**src/rtl/alu_pipe.sv**
```systemverilog
// alu_pipe: handshaked, parameterised ALU sitting between issue and writeback.
//
// Accepts one operation per valid/ready transfer. ADD/SUB/SLT/AND/OR/XOR/SHIFT
// complete in one cycle. MUL runs an iterative shift-add engine, one multiplier
// bit per clock. Each result and its flags stay in an output register until the
// consumer takes them, so a stalled writeback never loses a result.
//
// Vectors are declared [0:WIDTH-1]: bit 0 is the MSB (sign bit).
//
// Ports:
//   clk        system clock, rising edge
//   reset      asynchronous, active-high
//   in_valid   operation offered this cycle
//   in_ready   block can accept an operation this cycle
//   op         opcode (ALU_* encodings below)
//   in1, in2   operands A and B
//   out_valid  result register holds an unconsumed result
//   out_ready  consumer accepts the result this cycle
//   out        result
//   zero       out == 0
//   carry      ADD carry-out / SUB borrow, 0 otherwise
//   overflow   signed overflow (ADD/SUB), non-zero high half (MUL), 0 otherwise

module alu_pipe #(
    parameter int unsigned WIDTH = 16,
    parameter int unsigned CNT_W = 5
) (
    input  logic             clk,
    input  logic             reset,
    input  logic             in_valid,
    output logic             in_ready,
    input  logic [2:0]       op,
    input  logic [0:WIDTH-1] in1,
    input  logic [0:WIDTH-1] in2,
    output logic             out_valid,
    input  logic             out_ready,
    output logic [0:WIDTH-1] out,
    output logic             zero,
    output logic             carry,
    output logic             overflow
);

    // Opcode encodings shared with the decode stage.
    localparam logic [2:0] ALU_ADD   = 3'd0;
    localparam logic [2:0] ALU_SUB   = 3'd1;
    localparam logic [2:0] ALU_SLT   = 3'd2;
    localparam logic [2:0] ALU_AND   = 3'd3;
    localparam logic [2:0] ALU_OR    = 3'd4;
    localparam logic [2:0] ALU_XOR   = 3'd5;
    localparam logic [2:0] ALU_SHIFT = 3'd6;
    localparam logic [2:0] ALU_MUL   = 3'd7;

    localparam logic [WIDTH:0]   SH_LIMIT  = (WIDTH+1)'(WIDTH);
    localparam logic [CNT_W-1:0] MUL_STEPS = CNT_W'(WIDTH);
    localparam logic [CNT_W-1:0] CNT_LAST  = CNT_W'(1);

    typedef enum logic [1:0] {
        StIdle,
        StMulBusy,
        StFull
    } state_e;

    state_e state_q, state_d;

    logic accept;
    logic consume;
    logic mul_done;

    // Multiply engine
    logic [2*WIDTH-1:0] mcand_q, mcand_d;
    logic [2*WIDTH-1:0] acc_q, acc_d;
    logic [2*WIDTH-1:0] acc_step;
    logic [0:WIDTH-1]   mplr_q, mplr_d;
    logic [CNT_W-1:0]   cnt_q, cnt_d;

    // Output register
    logic [0:WIDTH-1] out_q, out_d;
    logic             zero_q, zero_d;
    logic             carry_q, carry_d;
    logic             ovf_q, ovf_d;

    // Single-cycle datapath
    logic [WIDTH:0]        add_full;
    logic [WIDTH:0]        sub_full;
    logic signed [WIDTH:0] shamt_s;
    logic [WIDTH:0]        shmag;
    logic [0:WIDTH-1]      alu_res;
    logic                  alu_c;
    logic                  alu_v;

    //--------------------------------------------------------------------------
    // Handshake
    //--------------------------------------------------------------------------
    assign accept   = in_valid && in_ready;
    assign consume  = out_valid && out_ready;
    assign mul_done = (state_q == StMulBusy) && (cnt_q == CNT_LAST);

    //--------------------------------------------------------------------------
    // FSM: state register
    //--------------------------------------------------------------------------
    always_ff @(posedge clk or posedge reset) begin
        if (reset) begin
            state_q <= StIdle;
        end else begin
            state_q <= state_d;
        end
    end

    //--------------------------------------------------------------------------
    // FSM: next state
    //--------------------------------------------------------------------------
    always_comb begin
        state_d = state_q;
        unique case (state_q)
            StIdle: begin
                if (accept) begin
                    state_d = (op == ALU_MUL) ? StMulBusy : StFull;
                end
            end
            StMulBusy: begin
                if (mul_done) begin
                    state_d = StFull;
                end
            end
            StFull: begin
                // A new accept overrides the plain consume.
                if (accept) begin
                    state_d = (op == ALU_MUL) ? StMulBusy : StFull;
                end else if (consume) begin
                    state_d = StIdle;
                end
            end
            default: state_d = StIdle;
        endcase
    end

    //--------------------------------------------------------------------------
    // FSM: outputs
    //--------------------------------------------------------------------------
    always_comb begin
        in_ready  = (state_q == StIdle) || ((state_q == StFull) && out_ready);
        out_valid = (state_q == StFull);
    end

    //--------------------------------------------------------------------------
    // Single-cycle ALU
    //--------------------------------------------------------------------------
    always_comb begin
        add_full = {1'b0, in1} + {1'b0, in2};
        sub_full = {1'b0, in1} - {1'b0, in2};
        // in2 is a signed shift amount; widen by one bit so |most-negative| fits.
        shamt_s  = $signed({in2[0], in2});
        shmag    = shamt_s[WIDTH] ? $unsigned(-shamt_s) : $unsigned(shamt_s);

        alu_res = '0;
        alu_c   = 1'b0;
        alu_v   = 1'b0;
        case (op)
            ALU_ADD: begin
                alu_res = add_full[WIDTH-1:0];
                alu_c   = add_full[WIDTH];
                alu_v   = (in1[0] == in2[0]) && (add_full[WIDTH-1] != in1[0]);
            end
            ALU_SUB: begin
                alu_res = sub_full[WIDTH-1:0];
                alu_c   = sub_full[WIDTH];  // borrow: in1 < in2 unsigned
                alu_v   = (in1[0] != in2[0]) && (sub_full[WIDTH-1] != in1[0]);
            end
            ALU_SLT: begin
                alu_res = {{(WIDTH-1){1'b0}}, ($signed(in1) < $signed(in2))};
            end
            ALU_AND: alu_res = in1 & in2;
            ALU_OR:  alu_res = in1 | in2;
            ALU_XOR: alu_res = in1 ^ in2;
            ALU_SHIFT: begin
                if (shmag >= SH_LIMIT) begin
                    alu_res = '0;
                end else if (shamt_s[WIDTH]) begin
                    alu_res = in1 >> shmag;
                end else begin
                    alu_res = in1 << shmag;
                end
            end
            default: alu_res = '0;  // MUL is handled by the iterative engine
        endcase
    end

    //--------------------------------------------------------------------------
    // Datapath next state
    //--------------------------------------------------------------------------
    assign acc_step = acc_q + (mplr_q[WIDTH-1] ? mcand_q : '0);

    always_comb begin
        mcand_d = mcand_q;
        mplr_d  = mplr_q;
        acc_d   = acc_q;
        cnt_d   = cnt_q;
        out_d   = out_q;
        zero_d  = zero_q;
        carry_d = carry_q;
        ovf_d   = ovf_q;

        if (accept) begin
            if (op == ALU_MUL) begin
                // Output register keeps its old contents; out_valid drops via state.
                mcand_d = {{WIDTH{1'b0}}, in1};
                mplr_d  = in2;
                acc_d   = '0;
                cnt_d   = MUL_STEPS;
            end else begin
                out_d   = alu_res;
                zero_d  = (alu_res == '0);
                carry_d = alu_c;
                ovf_d   = alu_v;
            end
        end else if (state_q == StMulBusy) begin
            acc_d   = acc_step;
            mcand_d = mcand_q << 1;
            mplr_d  = mplr_q >> 1;
            cnt_d   = cnt_q - CNT_LAST;
            if (cnt_q == CNT_LAST) begin
                out_d   = acc_step[WIDTH-1:0];
                zero_d  = (acc_step[WIDTH-1:0] == '0);
                carry_d = 1'b0;
                ovf_d   = |acc_step[2*WIDTH-1:WIDTH];
            end
        end
    end

    //--------------------------------------------------------------------------
    // Datapath registers
    //--------------------------------------------------------------------------
    always_ff @(posedge clk or posedge reset) begin
        if (reset) begin
            mcand_q <= '0;
            mplr_q  <= '0;
            acc_q   <= '0;
            cnt_q   <= '0;
            out_q   <= '0;
            zero_q  <= 1'b0;
            carry_q <= 1'b0;
            ovf_q   <= 1'b0;
        end else begin
            mcand_q <= mcand_d;
            mplr_q  <= mplr_d;
            acc_q   <= acc_d;
            cnt_q   <= cnt_d;
            out_q   <= out_d;
            zero_q  <= zero_d;
            carry_q <= carry_d;
            ovf_q   <= ovf_d;
        end
    end

    assign out      = out_q;
    assign zero     = zero_q;
    assign carry    = carry_q;
    assign overflow = ovf_q;

endmodule

```
**config.mk**
```make
export PLATFORM = sky130hd
export DESIGN_NAME = alu_pipe
export DESIGN_NICKNAME = d
export VERILOG_FILES = /design/src/rtl/alu_pipe.sv
export SDC_FILE = /design/constraint.sdc
export NUM_CORES = 1
export LEC_CHECK = 0
export ABC_AREA = 1
export CORE_ASPECT_RATIO = 0.8
export CORE_MARGIN = 4
export CORE_UTILIZATION = 60
export DETAILED_ROUTE_END_ITERATION = 16
export HOLD_SLACK_MARGIN = 0.15
export PLACE_DENSITY = 0.8
export SYNTH_ARGS = -nofsm -noshare
export SYNTH_HDL_FRONTEND = slang
export SYNTH_SLANG_ARGS = --single-unit
```
**constraint.sdc**
```tcl
create_clock -name clk -period 5.9 [get_ports clk]
set_input_delay 1.18 -clock clk [delete_from_list [all_inputs] [get_ports clk]]
set_output_delay 1.18 -clock clk [all_outputs]
set_load 0.02 [all_outputs]
```
==> results of run 1 <==
## Yosys cell counts (all sizes together), types with 3 or more instances
cell type and n:
a2111oi 4, a21boi 6, a21oi 111, a221oi 4, a22o 5, a31oi 48, buf 20, clkbuf 45
dfrtp 106, fa 3, ha 82, inv 202, nand2 460, nand3 162, nand3b 3, nand4 30
nor2 142, nor3 15, nor4 4, o2111ai 5, o211ai 10, o21ai 91, o221ai 3, o22ai 26
o31ai 6, or2 14, xnor2 9, xor2 27
## worst min path at each step
stage	startpoint	endpoint	slack [ns]	cells past startpoint
floorplan	mcand_q[31]	mcand_q[31]	0.45	2
global route	carry	carry	0.52	1
global placement	mplr_q[0]	mplr_q[0]	0.47	2
finish	acc_q[22]	acc_q[22]	0.49	2
detailed placement	acc_q[22]	acc_q[22]	0.48	2
CTS	acc_q[22]	acc_q[22]	0.50	2
## placed cells by master, fill, tap and decap left out, types with 5 or more instances in the layout
cell             synthesis  final
a21oi_1                109    109
a22o_1                   5      5
a31oi_1                 48     48
buf_4                    3     18
clkbuf_16                0      9
clkdlybuf4s50_1          0     59
dfrtp_1                106    106
ha_1                    82     82
inv_1                  187    186
inv_2                   15     15
nand2_1                448    447
nand2_2                  9     10
nand3_1                154    154
nand3_2                  6      6
nand4_1                 24     24
nor2_1                 129    129
nor2_2                   9      9
nor3_1                  14     14
o2111ai_1                5      5
o211ai_1                10     10
o21ai_0                 71     71
o21ai_1                 17     17
o22ai_1                 26     26
o31ai_1                  6      6
or2_2                   13     13
xnor2_1                  9      9
xor2_1                  26     26
## report_power, final
group,leakage (µW),internal (µW),total [µW],switching [µW]
registers,0.00132,1050,1270,228
logic,0.00454,899,2490,1590
clock network,0.000129,293,573,281
## registers in the layout, indices dropped and copies added (netlist names)
register	flops
overflow	1
state_q	2
carry	1
out	16
cnt_q	5
acc_q	32
mcand_q	32
zero	1
mplr_q	16
## cells by family after synthesis
kind of cell	synth area share, %
fa+ha+maj	10.1
compound gates	17.7
buf+inv	9.93
xor+xnor	3.00
simple gates	34.6
flops	24.6
## cell type report
type,instances,area [µm²],area share [%]
clock buffer,12,236,2.01
clock inverter,4,36.3,0.309
sequential,106,2650,22.6
multi-input combinational,1282,7040,60.0
inverter,204,768,6.54
timing repair buffer,77,726,6.18
tap,225,282,2.40
## worst min-delay path: stages (launching register included)
cell and delay, ns:
dfrtp_1 0.35, nand2_1 0.05, o21ai_0 0.05
## metal layers
layer | global-route usage [%] | share of wire (%) | vias to the layer above
li1 | - | - | 5565
met4 | 13.4 | 4.3 | 0
met1 | 53.7 | 44 | 5386
met3 | 8.10 | 12 | 126
met5 | 0 | 0 | -
met2 | 50.2 | 40 | 709
## stage by stage
stage	total power (µW)	hold WS, ns
finish	4340	0.491
global route	4690	0.516
CTS	4290	0.496
detailed placement	3700	0.479
global placement	3630	0.470
floorplan	2970	0.453
==> results by group, run 1 <==
Timing
  – Fin crit share: 78.0%
  – Slew Viols, Final: 0
  – Worst-Margin Slew: 1.20 ns
  – Fmax: 217 MHz
  – Setup violators final: 0
  – Slew margin rel.: 17.9%
  – Post-layout minimum cycle time: 4.60 ns
  – Final Hold Vio Count: 0
  – Final TNS setup: 0 ns
  – Setup slack after layout: 1.30 ns
  – RSZ-0062 raised after global routing: false
  – Worst Skew: 0.00830 ns

Place
  – Place WS: 1.05 ns
  – Placed inst area: 11500 µm²
  – HPWL Detailed: 28.0 mm
  – Dpl cells: 1894
  – Port bufs: 59
  – RD Place Congestion: 1.08

Cells and area
  – Post-layout instance area: 11700 µm²
  – Final Non-Filler Cells: 1910
  – Final antenna diode count: 0
  – Share of cells above drive strength 1: 6.35%
  – Final design utilization: 67.2%
  – Area delta synth->final: 9.13%
  – Fill count: 1543
  – Final nets: 1804

Yosys
  – Mapped Cells: 1657
  – Post-Syn Area: 10800 µm²
  – Ranking of synthesized cells by area: dfrtp_1, nand2_1, ha_1
  – Synthesized Nets: 1781
  – Post-synth EDFFs: 0
  – Netlist cell types: 60
  – Synth area leader: dfrtp_1
  – Seq cells post-synth: 106
  – Synth top area share: 24.6%
  – Avg Synthesized Cell Area: 6.49 µm²
  – Register area share after synthesis: 24.6%
  – Ys Warns: 0
  – Top FF cell, synth: dfrtp_1
  – Ys async rst share: 100%

Setup path
  – Bufs and invs on worst path: 3
  – R2r setup slk: 2.16 ns
  – Critical Path Stages: 24
  – CP max FO: 10
  – Worst setup startpoint: in2[12]
  – CP Class: input pin to flip-flop
  – Worst EP arrival: 4.89 ns
  – CP max-delay cell: clkdlybuf4s50_1
  – Worst EP required: 6.19 ns
  – Critical Path Max Stage Delay: 0.70 ns
  – R2R depth: 18
  – CP Cell Sequence: clkdlybuf4s50_1, inv_2, ha_1, inv_1, nor2_1, a21oi_1, nand2_1, nand2_1, nand2_1, nand2_1, nand2_1, nand2_1, a21boi_1, o21ai_0, nand2_1, nand2_1, o21ai_1, a31oi_1, nand2_1, nor2_1, nand2_1, nor2_1, nand2_1, a21oi_2
  – Critical path endpoint: zero
  – Worst setup EP type: flip-flop
  – CP Launch Type: input pin
  – Reg-to-Reg End: overflow
  – Most common cell on crit path: nand2_1
  – Top delay family on crit path: simple AND/OR/NAND/NOR gates
  – R2R Path Start: mplr_q[15]

CTS
  – CTS Root Cell: clkbuf_16
  – Clock Sinks: 106
  – Total CTS buffers: 9
  – CTS tree: done
  – H-tree level count: 3
  – Post-CTS Hold Fix Bufs: 0
  – Clock latency on the worst-skew pair: 0.36 ns
  – Post-CTS setup buffers: 0
  – Maximum clock path buffer count: 2
  – Clk slew on worst S/H paths: 0.07 ns
  – Gates resized, CTS repair: 0

Global route
  – Largest net degree at the start of global routing: 66
  – Total GRT Usage: 35.9%
  – Vias in the first global route: 10800
  – First-pass GRT wire length: 57.4 mm
  – GRT overflow: 0
  – Initial antenna violation count: 0

Die
  – Row count: 43
  – Die W: 158 µm
  – Starting Density: 61.5%
  – Die area: 20200 µm²
  – DIE HEIGHT: 128 µm
  – CORE AREA: 17500 µm²
  – I/O Pins: 60

Route
  – DRC violations left: 0
  – ANT nets after route: 0
  – WL/cell: 19.1 µm
  – Drt initial violations: 1641
  – DR vias/cell: 6.17
  – First-pass DRT Iterations: 7
  – Total wire length: 36.5 mm
  – Via count: 11800

Min path
  – Worst hold-check path type: flip-flop to flip-flop

Status
  – Status: finished clean

Power and ir drop
  – Cell area power density: 370 nW/µm²
  – VDD IR max: 0.000319 V
  – Leak pwr: 0.00599 µW

Run
  – MaxCap Viol Count: 0
(Power assumes the default switching activity.)
==> run 2: changes to the inputs <==
--- a/config.mk
+++ b/config.mk
@@ -8,10 +8,10 @@
 export ABC_AREA = 1
 export CORE_ASPECT_RATIO = 0.8
 export CORE_MARGIN = 4
-export CORE_UTILIZATION = 60
+export CORE_UTILIZATION = 56
 export DETAILED_ROUTE_END_ITERATION = 16
 export HOLD_SLACK_MARGIN = 0.15
-export PLACE_DENSITY = 0.8
+export PLACE_DENSITY = 0.78
 export SYNTH_ARGS = -nofsm -noshare
 export SYNTH_HDL_FRONTEND = slang
 export SYNTH_SLANG_ARGS = --single-unit
==> constraint.sdc (replaced) <==
create_clock -name clk -period 4.2 [get_ports clk]
set_input_delay 0.84 -clock clk [delete_from_list [all_inputs] [get_ports clk]]
set_output_delay 0.84 -clock clk [all_outputs]
set_load 0.02 [all_outputs]
==> run 2 against run 1 <==
- via count up 2.1%
- die area increased by 6.7%
- cell count is 5.3% higher
- cell area rose by 5.6%
- worst hold slack gained 0.0023 ns
- wire length up 3.8%
- sequential cell count unchanged
- non-clock buffer count rose by 69
- combinational power is 45% higher
- critical path depth is 7 lower
- largest power group unchanged
- global-route usage decreased by 1.5 points
==> results by group, run 2 (same netlist as run 1, synthesis figures left out) <==
Status
  – Status: finished clean

Global route
  – Largest net degree at the start of global routing: 107 (+62%)
  – First-pass GRT wire length: 59.1 mm (+3.0%)
  – Vias in the first global route: 11100 (+3.1%)
  – Initial antenna violation count: 0 (unchanged)
  – GRT overflow: 0 (unchanged)
  – Total GRT Usage: 34.4% (-1.5 points)

Cells and area
  – Final Non-Filler Cells: 2012 (+5.3%)
  – Most frequent cells in the layout: nand2_1, inv_1, nand3_1
  – Area delta synth->final: 15.2%
  – Final design utilization: 65.5% (-1.6 points)
  – Share of cells above drive strength 1: 10.4% (+4.0 points)
  – Most common cell after layout, fill and taps aside: nand2_1
  – Fill count: 1776 (+15%)
  – Final antenna diode count: 0 (unchanged)
  – Final nets: 1873 (+3.8%)
  – Biggest regs: acc_q x32, mcand_q x32
  – Post-layout instance area: 12400 µm² (+5.6%)

Power and ir drop
  – Cell area power density: 508 nW/µm² (+37%)
  – Leak pwr: 0.00636 µW (+6.1%)
  – VDD IR max: 0.000440 V (+38%)

Route
  – DRC violations left: 0 (unchanged)
  – Total wire length: 37.9 mm (+3.8%)
  – WL/cell: 18.8 µm (-1.4%)
  – Drt initial violations: 1455 (-11%)
  – First-pass DRT Iterations: 8 (+1)
  – DR vias/cell: 5.98 (-3.0%)
  – Via count: 12000 (+2.1%)
  – ANT nets after route: 0 (unchanged)

Timing
  – Worst Skew: 0.0171 ns (+0.00878 ns)
  – Slew Viols, Final: 0 (unchanged)
  – Final TNS setup: 0 ns (unchanged)
  – Slew margin rel.: 30.8% (+13 points)
  – Fmax: 250 MHz
  – Post-layout minimum cycle time: 4.00 ns
  – Setup slack after layout: 0.203 ns (-1.09 ns)
  – Final Hold Vio Count: 0 (unchanged)
  – Fin crit share: 95.2%
  – Worst-Margin Slew: 1.01 ns (-0.189 ns)
  – Setup violators final: 0 (unchanged)

CTS
  – Post-CTS setup buffers: 0 (unchanged)
  – CTS tree: done
  – H-tree level count: 3 (unchanged)
  – Total CTS buffers: 9 (unchanged)
  – Clock Sinks: 106 (unchanged)
  – Post-CTS Hold Fix Bufs: 0 (unchanged)
  – Maximum clock path buffer count: 2 (unchanged)
  – Clock latency on the worst-skew pair: 0.36 ns (about the same)
  – CTS Root Cell: clkbuf_16
  – Clk slew on worst S/H paths: 0.07 ns (about the same)

Min path
  – Hold_sp: acc_q[24]
  – Worst hold-check path type: flip-flop to flip-flop

Setup path
  – CP max FO: 4 (-6)
  – Worst setup EP type: flip-flop
  – CP Cell Sequence: clkdlybuf4s50_1, inv_1, ha_1, inv_1, fa_1, nand2_1, a21oi_2, o21ai_0, a21oi_1, a2111oi_0, buf_4, nand2_1, nor2_1, nand2_1, nor2_1, nand2_1, a21oi_2
  – Worst setup startpoint: in1[15]
  – Worst EP required: 4.48 ns (-1.71 ns)
  – R2R Path Start: mplr_q[15]
  – Most common cell on crit path: nand2_1
  – Top delay family on crit path: compound AO/OA/AOI/OAI gates
  – CP Class: input pin to flip-flop
  – Worst EP arrival: 4.28 ns (-0.61 ns)
  – CP Launch Type: input pin
  – CP max-delay cell: a2111oi_0
  – Critical Path Max Stage Delay: 0.86 ns (+0.16 ns)
  – Bufs and invs on worst path: 4 (+1)

Place
  – RD Place Congestion: 1.06 (-2.5%)
  – HPWL Detailed: 29.4 mm (+5.1%)
  – Port bufs: 59 (unchanged)
  – Dpl cells: 1996 (+5.4%)
  – Placed inst area: 12100 µm² (+5.2%)
  – Place WS: -0.160 ns (-1.21 ns)

Die
  – DIE HEIGHT: 132 µm (+3.3%)
  – I/O Pins: 60 (unchanged)
  – Die W: 163 µm (+3.3%)
  – Die area: 21500 µm² (+6.7%)
  – Row count: 45 (+4.7%)
  – Starting Density: 56.9% (-4.7 points)
  – CORE AREA: 18900 µm² (+8.2%)

Run
  – MaxCap Viol Count: 0 (unchanged)
[run 2: cell types whose count changed in the layout (fill, tap and decap cells not counted), sizes merged]
cell and change:
buf +69, clkbuf -3, bufinv +1, clkinvlp +1, inv +1
[run 2: routing by layer]
layer	share of wire (%)	routed length, µm	track usage [%]
met1	44	16600	50.2
met2	41	15500	48.4
met3	11	4300	9.10
met4	4.1	1540	13.4
met5	0	0	0
[run 2: repair_timing]
item / in CTS / in global routing
setup endpoints to repair: 0 / 1
resized for setup: 0 / 5
hold endpoints to repair: 0 / 0
[run 2: per-stage QoR]
step,hold slack (ns),total power [µW]
after floorplan,0.453,4180
after global routing,0.517,6800
after detailed placement,0.480,5310
after CTS,0.497,6240
final,0.494,6290
after global placement,0.473,5240
[run 2: path summary, 6_finish.rpt]
path | end | slack (ns) | cells past startpoint
worst min-delay path | acc_q[24] | 0.49 | 2
max in group asynchronous | zero | 2.77 | 3
worst min register to register | acc_q[24] | 0.49 | 2
worst max-delay path | zero | 0.20 | 17
worst max register to register | overflow | 0.61 | 18
min in group asynchronous | cnt_q[0] | 0.96 | 3
[run 2: worst reg2reg max path: cells and delay by family (launching register included)]
| family | cells | cell delay (ns) |
|---|---|---|
| compound gates | 7 | 1.47 |
| xor+xnor | 1 | 0.16 |
| fa+ha+maj | 1 | 0.28 |
| buf+inv | 4 | 0.59 |
| flops | 1 | 0.52 |
| simple gates | 5 | 0.48 |
[run 2: cell type report]
type / instances / area [µm²] / area share (%)
Tap cell: 258 / 323 / 2.60
Multi-Input combinational cell: 1282 / 7060 / 56.9
Sequential cell: 106 / 2650 / 21.4
Timing Repair Buffer: 146 / 1280 / 10.3
Clock inverter: 7 / 92.6 / 0.747
Inverter: 204 / 768 / 6.20
Clock buffer: 9 / 225 / 1.82
[run 2: power by group]
group	switching [µW]	total, µW	internal [µW]
Clock	420	898	479
Sequential	323	1790	1470
Combinational	2260	3600	1340
Total	3000	6290	3290
